## src/rtl/alu_sequencer.sv

```systemverilog
// alu_sequencer: runs one operation at a time in front of an external 9-bit ALU.
//   ADD/SUB are sent to the ALU with a one-cycle strobe, and its registered result
//   is captured one cycle later. MUL/DIV run internally as WIDTH-step shift-add /
//   restoring-divide loops. SHIFT/ROT/illegal ops finish at the accept edge.
// Ports:
//   clock, reset              rising-edge clock, asynchronous active-high reset
//   req_valid/req_ready       request handshake; req_op/req_a/req_b/req_dir latched on accept
//   alu_out/alu_op_add/_sub   ALU enable and function strobes (high only in ISSUE)
//   alu_register1/2           latched operands A/B driven to the ALU
//   alu_result                registered ALU result
//   rsp_valid/rsp_ready       response handshake; rsp_result/rsp_flag held until taken
module alu_sequencer #(
    parameter int WIDTH = 9,
    parameter int ITERS = 9
) (
    input  logic             clock,
    input  logic             reset,
    input  logic             req_valid,
    output logic             req_ready,
    input  logic [2:0]       req_op,
    input  logic [WIDTH-1:0] req_a,
    input  logic [WIDTH-1:0] req_b,
    input  logic             req_dir,
    output logic             alu_out,
    output logic             alu_op_add,
    output logic             alu_op_sub,
    output logic [WIDTH-1:0] alu_register1,
    output logic [WIDTH-1:0] alu_register2,
    input  logic [WIDTH-1:0] alu_result,
    output logic             rsp_valid,
    input  logic             rsp_ready,
    output logic [WIDTH-1:0] rsp_result,
    output logic             rsp_flag
);

    localparam int CW = (ITERS > 1) ? $clog2(ITERS) : 1;

    typedef enum logic [2:0] {IDLE, ISSUE, WAIT, ITER, RESP} state_t;

    state_t           state;
    logic [2:0]       op_q;
    logic [WIDTH-1:0] a_q, b_q;
    logic [WIDTH-1:0] acc_hi, acc_lo;   // MUL: {partial product, multiplier}; DIV: {remainder, dividend/quotient}
    logic [CW-1:0]    cnt;

    logic [WIDTH-1:0] quick_res;
    logic             quick_flag;
    logic [WIDTH:0]   mul_sum;
    logic [WIDTH:0]   div_shift;
    logic             div_ge;
    logic [WIDTH-1:0] div_diff;
    logic             last_step;

    // Gated by reset so every output reads 0 while reset is held.
    assign req_ready     = (state == IDLE) && !reset;
    assign alu_register1 = a_q;
    assign alu_register2 = b_q;

    always_comb begin
        quick_res  = '0;
        quick_flag = 1'b1;
        case (req_op)
            3'd4: begin
                if (req_dir) begin
                    quick_res  = {1'b0, req_a[WIDTH-1:1]};
                    quick_flag = req_a[0];
                end else begin
                    quick_res  = {req_a[WIDTH-2:0], 1'b0};
                    quick_flag = req_a[WIDTH-1];
                end
            end
            3'd5: begin
                if (req_dir) begin
                    quick_res  = {req_a[0], req_a[WIDTH-1:1]};
                    quick_flag = req_a[0];
                end else begin
                    quick_res  = {req_a[WIDTH-2:0], req_a[WIDTH-1]};
                    quick_flag = req_a[WIDTH-1];
                end
            end
            default: begin
                quick_res  = '0;
                quick_flag = 1'b1;
            end
        endcase
    end

    // One shift-add step: add A when the multiplier LSB is set, then shift {sum, lo} right.
    assign mul_sum   = {1'b0, acc_hi} + (acc_lo[0] ? {1'b0, a_q} : '0);
    // One restoring-divide step: bring in the next dividend bit, subtract if it fits.
    assign div_shift = {acc_hi, acc_lo[WIDTH-1]};
    assign div_ge    = (div_shift >= {1'b0, b_q});
    assign div_diff  = div_shift[WIDTH-1:0] - b_q;
    assign last_step = (cnt == CW'(ITERS - 1));

    always_ff @(posedge clock or posedge reset) begin
        if (reset) begin
            state      <= IDLE;
            op_q       <= '0;
            a_q        <= '0;
            b_q        <= '0;
            acc_hi     <= '0;
            acc_lo     <= '0;
            cnt        <= '0;
            alu_out    <= 1'b0;
            alu_op_add <= 1'b0;
            alu_op_sub <= 1'b0;
            rsp_valid  <= 1'b0;
            rsp_result <= '0;
            rsp_flag   <= 1'b0;
        end else begin
            case (state)
                IDLE: begin
                    if (req_valid) begin
                        op_q <= req_op;
                        a_q  <= req_a;
                        b_q  <= req_b;
                        case (req_op)
                            3'd0, 3'd1: begin
                                alu_out    <= 1'b1;
                                alu_op_add <= (req_op == 3'd0);
                                alu_op_sub <= (req_op == 3'd1);
                                state      <= ISSUE;
                            end
                            3'd2: begin
                                acc_hi <= '0;
                                acc_lo <= req_b;
                                cnt    <= '0;
                                state  <= ITER;
                            end
                            3'd3: begin
                                acc_hi <= '0;
                                acc_lo <= req_a;
                                cnt    <= '0;
                                state  <= ITER;
                            end
                            default: begin
                                rsp_result <= quick_res;
                                rsp_flag   <= quick_flag;
                                rsp_valid  <= 1'b1;
                                state      <= RESP;
                            end
                        endcase
                    end
                end
                ISSUE: begin
                    alu_out    <= 1'b0;
                    alu_op_add <= 1'b0;
                    alu_op_sub <= 1'b0;
                    state      <= WAIT;
                end
                WAIT: begin
                    rsp_result <= alu_result;
                    rsp_flag   <= 1'b0;
                    rsp_valid  <= 1'b1;
                    state      <= RESP;
                end
                ITER: begin
                    cnt <= cnt + CW'(1);
                    if (op_q == 3'd2) begin
                        acc_hi <= mul_sum[WIDTH:1];
                        acc_lo <= {mul_sum[0], acc_lo[WIDTH-1:1]};
                    end else begin
                        acc_hi <= div_ge ? div_diff : div_shift[WIDTH-1:0];
                        acc_lo <= {acc_lo[WIDTH-2:0], div_ge};
                    end
                    if (last_step) begin
                        if (op_q == 3'd2) begin
                            rsp_result <= {mul_sum[0], acc_lo[WIDTH-1:1]};
                            rsp_flag   <= |mul_sum[WIDTH:1];
                        end else begin
                            rsp_result <= (b_q == '0) ? '1 : {acc_lo[WIDTH-2:0], div_ge};
                            rsp_flag   <= (b_q == '0);
                        end
                        rsp_valid <= 1'b1;
                        state     <= RESP;
                    end
                end
                RESP: begin
                    if (rsp_ready) begin
                        rsp_valid <= 1'b0;
                        state     <= IDLE;
                    end
                end
                default: state <= IDLE;
            endcase
        end
    end

endmodule

```

## config.mk

```make
export PLATFORM = sky130hd
export DESIGN_NAME = alu_sequencer
export DESIGN_NICKNAME = d
export VERILOG_FILES = /design/src/rtl/alu_sequencer.sv
export SDC_FILE = /design/constraint.sdc
export NUM_CORES = 1
export LEC_CHECK = 0
export CORE_ASPECT_RATIO = 2
export CORE_MARGIN = 8
export CORE_UTILIZATION = 58
export CTS_CLUSTER_DIAMETER = 60
export DETAILED_ROUTE_END_ITERATION = 7
export PLACE_DENSITY = 0.86
export SLEW_MARGIN = 10
export SYNTH_ARGS = -nofsm -noshare
export SYNTH_HDL_FRONTEND = slang
export SYNTH_SLANG_ARGS = --single-unit
```

## constraint.sdc

```tcl
create_clock -name clock -period 4.89 [get_ports clock]
set_clock_uncertainty 0.1 [all_clocks]
set_input_delay 0.489 -clock clock [delete_from_list [all_inputs] [get_ports clock]]
set_output_delay 0.489 -clock clock [all_outputs]
set_load 0.05 [all_outputs]
```

==> results.toml, run 1 <==
[global_routing]
grt_antenna_before_repair = 0
grt_pass1_vias = 4056
grt_busiest_layer = "met2"
overflow = 0
use_met3_pct = 7.11
grt_max_degree = 37
grt_use_total_pct = 26.3
grtUsageMet1_pct = 25.8
grt_use_met2_pct = 43.7
grt_pass1_wl_um = 20100

[clocking]
cts_buffers = 9
htree_levels = 3
cts-root-buf = "clkbuf_16"
cts_setup_buffers = 0
cts_tree = "built"
path_clk_slew_ns = 0.06
cts.repair.resized = 0
ctsHoldBuffers = 0
insertion_delay_ns = 0.34
ctsLongestPathBuffers = 2
clock_sinks = 60

[min_path]
worstHoldPathType = "flop to flop"
hold_depth = 1
worstHoldStart = "rsp_result[1]"
holdPathEnd = "rsp_result[1]"

[route]
wl_per_cell_um = 21.1
vias_per_cell = 6.47
first_pass_iters = 5
drc_errors = 0
drt_wl_total_um = 12600
via_count = 3861
postRouteAntennaNets = 0
drt-initial-drc-count = 274

[worst_setup_path]
startpoint_type = "flop"
cp-end-kind = "flop"
rr_worst_depth = 10
rrSetupSlack_ns = 1.90
required_ns = 4.96
r2r_end = "acc_hi[5]"
worst_path_most_repeated_cell = "inv_1"
cp_max_fo = 13
max_stage_delay_ns = 0.46
cp_cell_sequence = "inv_1 > ha_1 > inv_1 > fa_1 > a211o_1 > a211oi_1 > o21ai_1 > or3_1 > o211ai_1 > o21ai_0"
worstSetupPathType = "flop to flop"
slowest_stage = "or3_1"
critPathArrivalTime_ns = 3.06
reg2reg_from = "acc_lo[8]"

[timing]
rsz0062_at_grt = "no"
final_hold_viol_count = 0
setup_tns_ns = 0
finalHoldWorstSlack_ns = 0.409
report.final.setup_viol = 0
post-route-min-period_ns = 2.99
fin_crit_sh_pct = 61.2
slew_violations = 0
tightest_slew_ns = 1.11
fmax_mhz = 334
slew_headroom_pct = 25.4

[floorplan]
dieWidth_um = 75.2
rows = 43
core_um2 = 6890
ios = 68
die_h_um = 134
dieArea_um2 = 10100
start_util_pct = 59.1

[final_layout]
area.sequential_um2 = 1500
multi_input_area_um2 = 2360
nets = 559
drive_gt1_share_pct = 9.27
antenna_cells = 0
syn2layout_area_growth_pct = 24.7
fillers = 549

[synth]
synth-seq-cells = 60
synth_edf_count = 0
synth_area_per_cell_um2 = 9.14
synth_cells = 445
synth_flop_cell = "dfrtp_1"
syn_area_um2 = 4070
synth_cell_type_count = 58
yosysMostFrequentCell = "dfrtp_1"
synth_top_area_share_pct = 36.9
synth_seq_area_share_pct = 36.9
synthTopCellsByCount = "dfrtp_1, nand2_1, o21ai_0"
synth_top_area_cell = "dfrtp_1"
async_reset_ff_share_pct = 100
synth_warnings = 0
synthTopCellsByArea = "dfrtp_1, ha_1, mux2_2"
synthesis.nets = 502

[placed_design]
gp_congestion = 0.937
io_buffers = 67
dp_hpwl_um = 9500

[outcome]
status = "finished clean"

[power]
ir_worst_vdd_mv = 0.557
power.density_nw_per_um2 = 763
power.total_w = 0.00387
p_leak_nw = 2.26

[flow_run]
cap_violations = 0
-- flip-flops by register name, indices dropped and copies added, names as in the netlist, 3 cells and up --
signal         cells
rsp_result         9
op_q               3
alu_register1      9
alu_register2      9
state              3
cnt                4
acc_hi             9
acc_lo             9
-- worst max path at each step --
stage / startpoint / to / slack, ns / cells after the start
after global placement: acc_lo[8] / acc_lo[0] / 2.00 / 9
after detailed placement: req_op[2] / acc_lo[0] / 1.92 / 6
after global routing: acc_lo[8] / acc_hi[5] / 1.69 / 10
after floorplan: alu_register2[0] / acc_lo[0] / 2.19 / 8
final: acc_lo[8] / acc_hi[5] / 1.90 / 10
after CTS: acc_lo[8] / acc_lo[0] / 1.91 / 9
-- stage by stage --
stage | utilization (%) | setup WS [ns] | area, µm² | std cells
after detailed placement | 68.9 | 1.92 | 4750 | 581
after floorplan | - | 2.19 | 4070 | 445
after CTS | 73.7 | 1.91 | 5070 | 597
after global routing | 73.7 | 1.69 | 5070 | 597
final | 73.7 | 1.90 | 5070 | 597
after global placement | 68.9 | 2.00 | 4750 | 581
-- final cells by class --
class / instances / area share, %
flip-flops and latches: 60 / 29.6
clock inverters: 7 / 1.95
clock buffers: 9 / 4.44
well taps: 90 / 2.22
inverters: 23 / 1.70
repair buffers: 69 / 13.5
multi-input cells: 339 / 46.6
-- cells by family (layout without fill, tap and decap cells) --
| logic type | Yosys count | in the layout | share of synthesized area [%] |
|---|---|---|---|
| AOI/OAI and AO/OA | 130 | 130 | 21.0 |
| xor gates and xnor gates | 15 | 15 | 3.23 |
| DFF | 60 | 60 | 36.9 |
| muxes | 40 | 40 | 10.5 |
| buffers and inverters | 46 | 108 | 5.01 |
| adders and majority gates | 22 | 22 | 7.14 |
| and+or+nand+nor | 132 | 132 | 16.2 |
-- worst max-delay path: cells and delay by family (launching register included) --
family | cells | cell delay, ns
buffers and inverters | 2 | 0.16
AND/OR/NAND/NOR | 1 | 0.46
flip-flops | 1 | 0.40
adder cells (fa/ha/maj) | 2 | 0.58
AO/OA/AOI/OAI | 5 | 1.13
-- cells in the final DEF (no fill, tap or decap), types with 4 or more instances in the layout --
cell	instances
a211oi_1	4
clkbuf_16	9
a31oi_1	4
a21oi_1	27
ha_1	20
a21o_1	10
nand3_1	15
xor2_1	9
clkdlybuf4s50_1	67
a22oi_1	4
nor2_1	23
and2_1	9
nand3b_1	4
o21ai_0	38
inv_1	22
o221ai_1	5
nand2_1	48
mux2i_1	18
and3_1	4
mux2_2	22
nor3_1	8
dfrtp_1	60
xnor2_1	6
a221oi_1	7
o211ai_1	4
-- report_power, final --
| group | leakage [nW] | switching [W] | total [W] | internal (W) |
|---|---|---|---|---|
| clock network | 0.156 | 0.000240 | 0.000688 | 0.000448 |
| registers | 0.743 | 0.000226 | 0.000946 | 0.000720 |
| logic | 1.36 | 0.00137 | 0.00224 | 0.000862 |
-- layer usage --
layer	vias to the layer above	share of wire, %	wire length [µm]
li1	1738	-	-
met1	1841	34	4350
met2	224	51	6380
met3	58	7.9	995
met4	0	7.1	898
met5	-	0	0
No activity file was read; power rests on OpenSTA's default activity.
==> run 2, diff against run 1 <==
--- a/config.mk
+++ b/config.mk
@@ -7,10 +7,10 @@
 export LEC_CHECK = 0
 export CORE_ASPECT_RATIO = 2
 export CORE_MARGIN = 8
-export CORE_UTILIZATION = 58
+export CORE_UTILIZATION = 49
 export CTS_CLUSTER_DIAMETER = 60
 export DETAILED_ROUTE_END_ITERATION = 7
-export PLACE_DENSITY = 0.86
+export PLACE_DENSITY = 0.77
 export SLEW_MARGIN = 10
 export SYNTH_ARGS = -nofsm -noshare
 export SYNTH_HDL_FRONTEND = slang
==> constraint.sdc (replaced) <==
create_clock -name clock -period 2.45 [get_ports clock]
set_clock_uncertainty 0.1 [all_clocks]
set_input_delay 0.245 -clock clock [delete_from_list [all_inputs] [get_ports clock]]
set_output_delay 0.245 -clock clock [all_outputs]
set_load 0.05 [all_outputs]
==> results.toml, run 2 (synthesis gave the netlist of run 1 again) <==
[outcome]
status = "finished clean"

[clocking]
cts-root-buf = "clkbuf_16"
path_clk_slew_ns = 0.06
cts_tree = "built"
ctsLongestPathBuffers = 2
cts_buffers = 9
insertion_delay_ns = 0.34
htree_levels = 3
clock_sinks = 60

[final_layout]
fin_cells = 621
area.sequential_um2 = 1510
syn2layout_area_growth_pct = 28.6
antenna_cells = 0
nets = 576
utilization_pct = 64.0
drive_gt1_share_pct = 14.0
layout_commonest_cell = "clkdlybuf4s50_1"
multi_input_area_um2 = 2390
fillers = 688
final_cell_mix = "clkdlybuf4s50_1, dfrtp_1, nand2_1"

[timing]
fin_crit_sh_pct = 96.7
slew_headroom_pct = 65.3
report.final.setup_viol = 0
final_hold_viol_count = 0
setup_ws_ns = 0.0799
fmax_mhz = 422
slew_violations = 0
tightest_slew_ns = 0.518
rsz0062_at_grt = "no"
post-route-min-period_ns = 2.37
finalHoldWorstSlack_ns = 0.229

[power]
ir_worst_vdd_mv = 0.955
power.density_nw_per_um2 = 1500
power.total_w = 0.00787
netSwitchingPower_w = 0.00375
sw_frac_of_total_pct = 47.6
p_clk_share_pct = 15.6
p_leak_nw = 2.34
power.internal_w = 0.00412
pwr-share-seq_pct = 24.2
p_comb_share_pct = 60.1

[floorplan]
start_util_pct = 49.8
dieWidth_um = 80.4
dieArea_um2 = 11600
core_um2 = 8170
ios = 68
rows = 47
die_h_um = 145

[worst_setup_path]
slowest_stage = "dfrtp_2"
max_stage_delay_ns = 0.45
worstSetupPathType = "flop to flop"
required_ns = 2.57
worst_path_most_repeated_cell = "inv_1"
cp_cell_sequence = "and2_1 > ha_1 > inv_1 > fa_1 > inv_1 > a21o_1 > a221o_1 > xor2_1 > nor3b_1 > a31oi_1"
cp-end-kind = "flop"
cp_max_fo = 9
startpoint_type = "flop"
critPathArrivalTime_ns = 2.49

[global_routing]
grt_max_degree = 61
grt_pass1_vias = 4125
overflow = 0
grt_pass1_wl_um = 21100
grt_use_total_pct = 23.6
grt_antenna_before_repair = 0

[placed_design]
dp_cells = 603
dp_hpwl_um = 9900
place_ws_ns = -0.0347
gp_congestion = 0.967
io_buffers = 67

[route]
postRouteAntennaNets = 0
wl_per_cell_um = 21.0
vias_per_cell = 6.28
drc_errors = 0
drt_wl_total_um = 13100
drt-initial-drc-count = 325
first_pass_iters = 5
via_count = 3899

[min_path]
worstHoldPathType = "input pin to asynchronous set/reset pin"

[flow_run]
cap_violations = 0
-- run 2: cell count changes in the layout (fill, tap and decap cells not counted), moves of 2 or more --
cell | before | now
dfrtp_2 | 0 | 3
buf_12 | 0 | 2
clkinv_4 | 2 | 0
inv_1 | 22 | 20
o21ai_0 | 38 | 36
buf_4 | 2 | 16
clkbuf_8 | 0 | 4
bufinv_16 | 2 | 0
inv_2 | 1 | 3
dfrtp_1 | 60 | 57
-- run 2: layout make-up --
type	count	area share [%]
Inverter	23	1.65
Timing Repair Buffer	86	16.0
Sequential cell	60	28.8
Tap cell	98	2.34
Clock inverter	1	0.0956
Multi-Input combinational cell	339	45.7
Clock buffer	14	5.43
-- run 2: power groups by stage --
stage / combinational [W] / sequential, W / clock [W]
final: 0.00473 / 0.00191 / 0.00123
after global routing: 0.00505 / 0.00197 / 0.00127
after CTS: 0.00464 / 0.00190 / 0.00123
after detailed placement: 0.00460 / 0.00191 / 0
after global placement: 0.00451 / 0.00189 / 0
after floorplan: 0.00239 / 0.00267 / 0
-- run 2: worst max-delay path: cells and delay by family (launching register included) --
family / cells / cell delay (ns)
AOI/OAI and AO/OA: 3 / 0.63
xor gates and xnor gates: 1 / 0.16
adders and majority gates: 2 / 0.39
buffers and inverters: 2 / 0.12
DFF: 1 / 0.45
and+or+nand+nor: 2 / 0.39
-- run 2: repair_timing --
| action | 4_1_cts | 5_1_grt |
|---|---|---|
| pin swaps | 0 | 1 |
| setup endpoints to repair | 2 | 9 |
| resized for setup | 2 | 6 |
| buffers inserted | 0 | 2 |
| hold buffers | 0 | 0 |
| gates cloned | 0 | 1 |
| hold endpoints to repair | 0 | 0 |
-- run 2: stage by stage --
step | setup TNS (ns) | area (µm²)
after CTS | 0 | 5200
after global placement | 0 | 4910
final | 0 | 5230
after floorplan | 0 | 4090
after detailed placement | -0.0347 | 4910
after global routing | 0 | 5230
-- run 2: per-layer routing --
layer	wire length, µm	up-vias	share of wire, %	track usage, %
met2	6820	193	52	40.6
met1	4690	1875	36	24.6
li1	-	1768	-	-
met4	794	0	6.1	17.4
met3	751	63	5.8	4.21
met5	0	-	0	0
-- run 2: path summary, 6_finish.rpt --
path | startpoint | to | slack (ns) | cells after the start
setup / recovery | acc_lo[0] | rsp_flag | 0.08 | 10
hold / removal | reset | op_q[1] | 0.23 | 3
setup reg to reg | acc_lo[0] | rsp_flag | 0.08 | 10
hold reg to reg | rsp_result[1] | rsp_result[1] | 0.41 | 1
max in group asynchronous | reset | alu_register2[1] | 1.72 | 3
min in group clock | rsp_result[1] | rsp_result[1] | 0.41 | 1
==> run 3, diff against run 2 <==
--- a/config.mk
+++ b/config.mk
@@ -7,10 +7,10 @@
 export LEC_CHECK = 0
 export CORE_ASPECT_RATIO = 2
 export CORE_MARGIN = 8
-export CORE_UTILIZATION = 49
+export CORE_UTILIZATION = 58
 export CTS_CLUSTER_DIAMETER = 60
 export DETAILED_ROUTE_END_ITERATION = 7
-export PLACE_DENSITY = 0.77
+export PLACE_DENSITY = 0.95
 export SLEW_MARGIN = 10
 export SYNTH_ARGS = -nofsm -noshare
 export SYNTH_HDL_FRONTEND = slang
==> constraint.sdc (replaced) <==
create_clock -name clock -period 2.8 [get_ports clock]
set_clock_uncertainty 0.1 [all_clocks]
set_input_delay 0.28 -clock clock [delete_from_list [all_inputs] [get_ports clock]]
set_output_delay 0.28 -clock clock [all_outputs]
set_load 0.05 [all_outputs]
==> results.toml, run 3 (synthesis gave the netlist of run 1 again) <==
[route]
via_count = 4097
drc_errors = 0
vias_per_cell = 6.75
first_pass_iters = 7
postRouteAntennaNets = 0
drt-initial-drc-count = 374
drt_wl_total_um = 14500
wl_per_cell_um = 23.8

[worst_setup_path]
cp-end-kind = "flop"
required_ns = 2.95
critPathArrivalTime_ns = 2.88
worstSetupPathType = "flop to flop"
startpoint_type = "flop"
cp_max_fo = 10

[placed_design]
io_buffers = 67
dp_hpwl_um = 10300
gp_congestion = 0.996
dpl_cell_area_um2 = 4840

[power]
sw_frac_of_total_pct = 47.7
p_leak_nw = 2.33
ir_worst_vdd_mv = 0.836
p_comb_share_pct = 57.9
power.total_w = 0.00719
pwr-share-seq_pct = 23.9
netSwitchingPower_w = 0.00343
power.density_nw_per_um2 = 1380
p_clk_share_pct = 18.2
power.internal_w = 0.00376

[floorplan]
dieWidth_um = 75.2
rows = 43
dieArea_um2 = 10100
die_h_um = 134
start_util_pct = 59.1
ios = 68
core_um2 = 6890

[final_layout]
drive_gt1_share_pct = 11.4
fin_area_um2 = 5200
layout_commonest_cell = "clkdlybuf4s50_1"
final_cell_mix = "clkdlybuf4s50_1, dfrtp_1, nand2_1"
antenna_cells = 0
nets = 569
syn2layout_area_growth_pct = 27.8

[global_routing]
grt_pass1_wl_um = 22900
grt_use_total_pct = 30.6
overflow = 0
grt_antenna_before_repair = 0
grt_max_degree = 43
grt_pass1_vias = 4292

[min_path]
worstHoldPathType = "input pin to asynchronous set/reset pin"

[flow_run]
cap_violations = 0

[outcome]
status = "finished clean"

[clocking]
htree_levels = 3
cts-root-buf = "clkbuf_16"
cts_tree = "built"
path_clk_slew_ns = 0.05
cts_buffers = 9
clock_sinks = 60
cts_setup_buffers = 0
insertion_delay_ns = 0.33
ctsLongestPathBuffers = 2

[timing]
fmax_mhz = 365
slew_headroom_pct = 39.1
post-route-min-period_ns = 2.74
tightest_slew_ns = 0.913
setup_tns_ns = 0
fin_crit_sh_pct = 97.7
slew_violations = 0
report.final.setup_viol = 0
final_hold_viol_count = 0
run 3: path summary, 6_finish.rpt:
path / slack, ns / end / cells past startpoint / from
max in group asynchronous: 1.48 / acc_hi[7] / 3 / reset
min in group clock: 0.41 / op_q[0] / 1 / op_q[0]
worst min-delay path: 0.41 / alu_register1[7] / 2 / reset
worst min register to register: 0.41 / op_q[0] / 1 / op_q[0]
worst max register to register: 0.06 / acc_hi[6] / 11 / acc_lo[8]
worst max-delay path: 0.06 / acc_hi[6] / 11 / acc_lo[8]
run 3: metal layers:
metal	track usage (%)	vias to the layer above	wire length, µm
met5	0	-	0
met4	23.6	0	1140
met3	6.21	93	1090
met2	51.7	282	7740
met1	31.0	1955	4510
li1	-	1767	-
run 3: repair_timing:
action,4_1_cts,5_1_grt
resized for setup,0,3
setup endpoints to repair,0,10
hold buffers,0,0
run 3: final cells by class:
type                            count  area [µm²]
Multi-Input combinational cell    339        2370
Inverter                           23        86.3
Clock inverter                      4        95.1
Sequential cell                    60        1500
Clock buffer                       12         256
Timing Repair Buffer               79         773
Fill cell                         475        1690
Tap cell                           90         113
run 3: power by group through the flow:
stage                     Combinational (W)  Sequential (W)  Clock (W)
final                               0.00416         0.00172    0.00131
after global routing                0.00443         0.00176    0.00135
after CTS                           0.00404         0.00168    0.00131
after detailed placement            0.00395         0.00168          0
after global placement              0.00385         0.00166          0
after floorplan                     0.00206         0.00233          0
run 3: worst max-delay path: stages (launching register included):
cell	delay (ns)
dfrtp_1	0.40
inv_1	0.10
ha_1	0.16
inv_1	0.07
fa_2	0.38
a211o_1	0.34
a211oi_2	0.30
o21ai_2	0.14
buf_4	0.21
mux2i_1	0.12
o31a_1	0.25
o21ai_0	0.08
run 3: per-stage QoR:
stage	utilization (%)	cells	setup slack, ns	hold WS, ns
global placement	70.2	591	0.299	0.390
CTS	75.3	607	0.0617	0.409
finish	75.5	607	0.0638	0.406
detailed placement	70.2	591	0.201	0.389
global route	75.5	607	-0.125	0.418
floorplan	-	445	0.0961	0.297
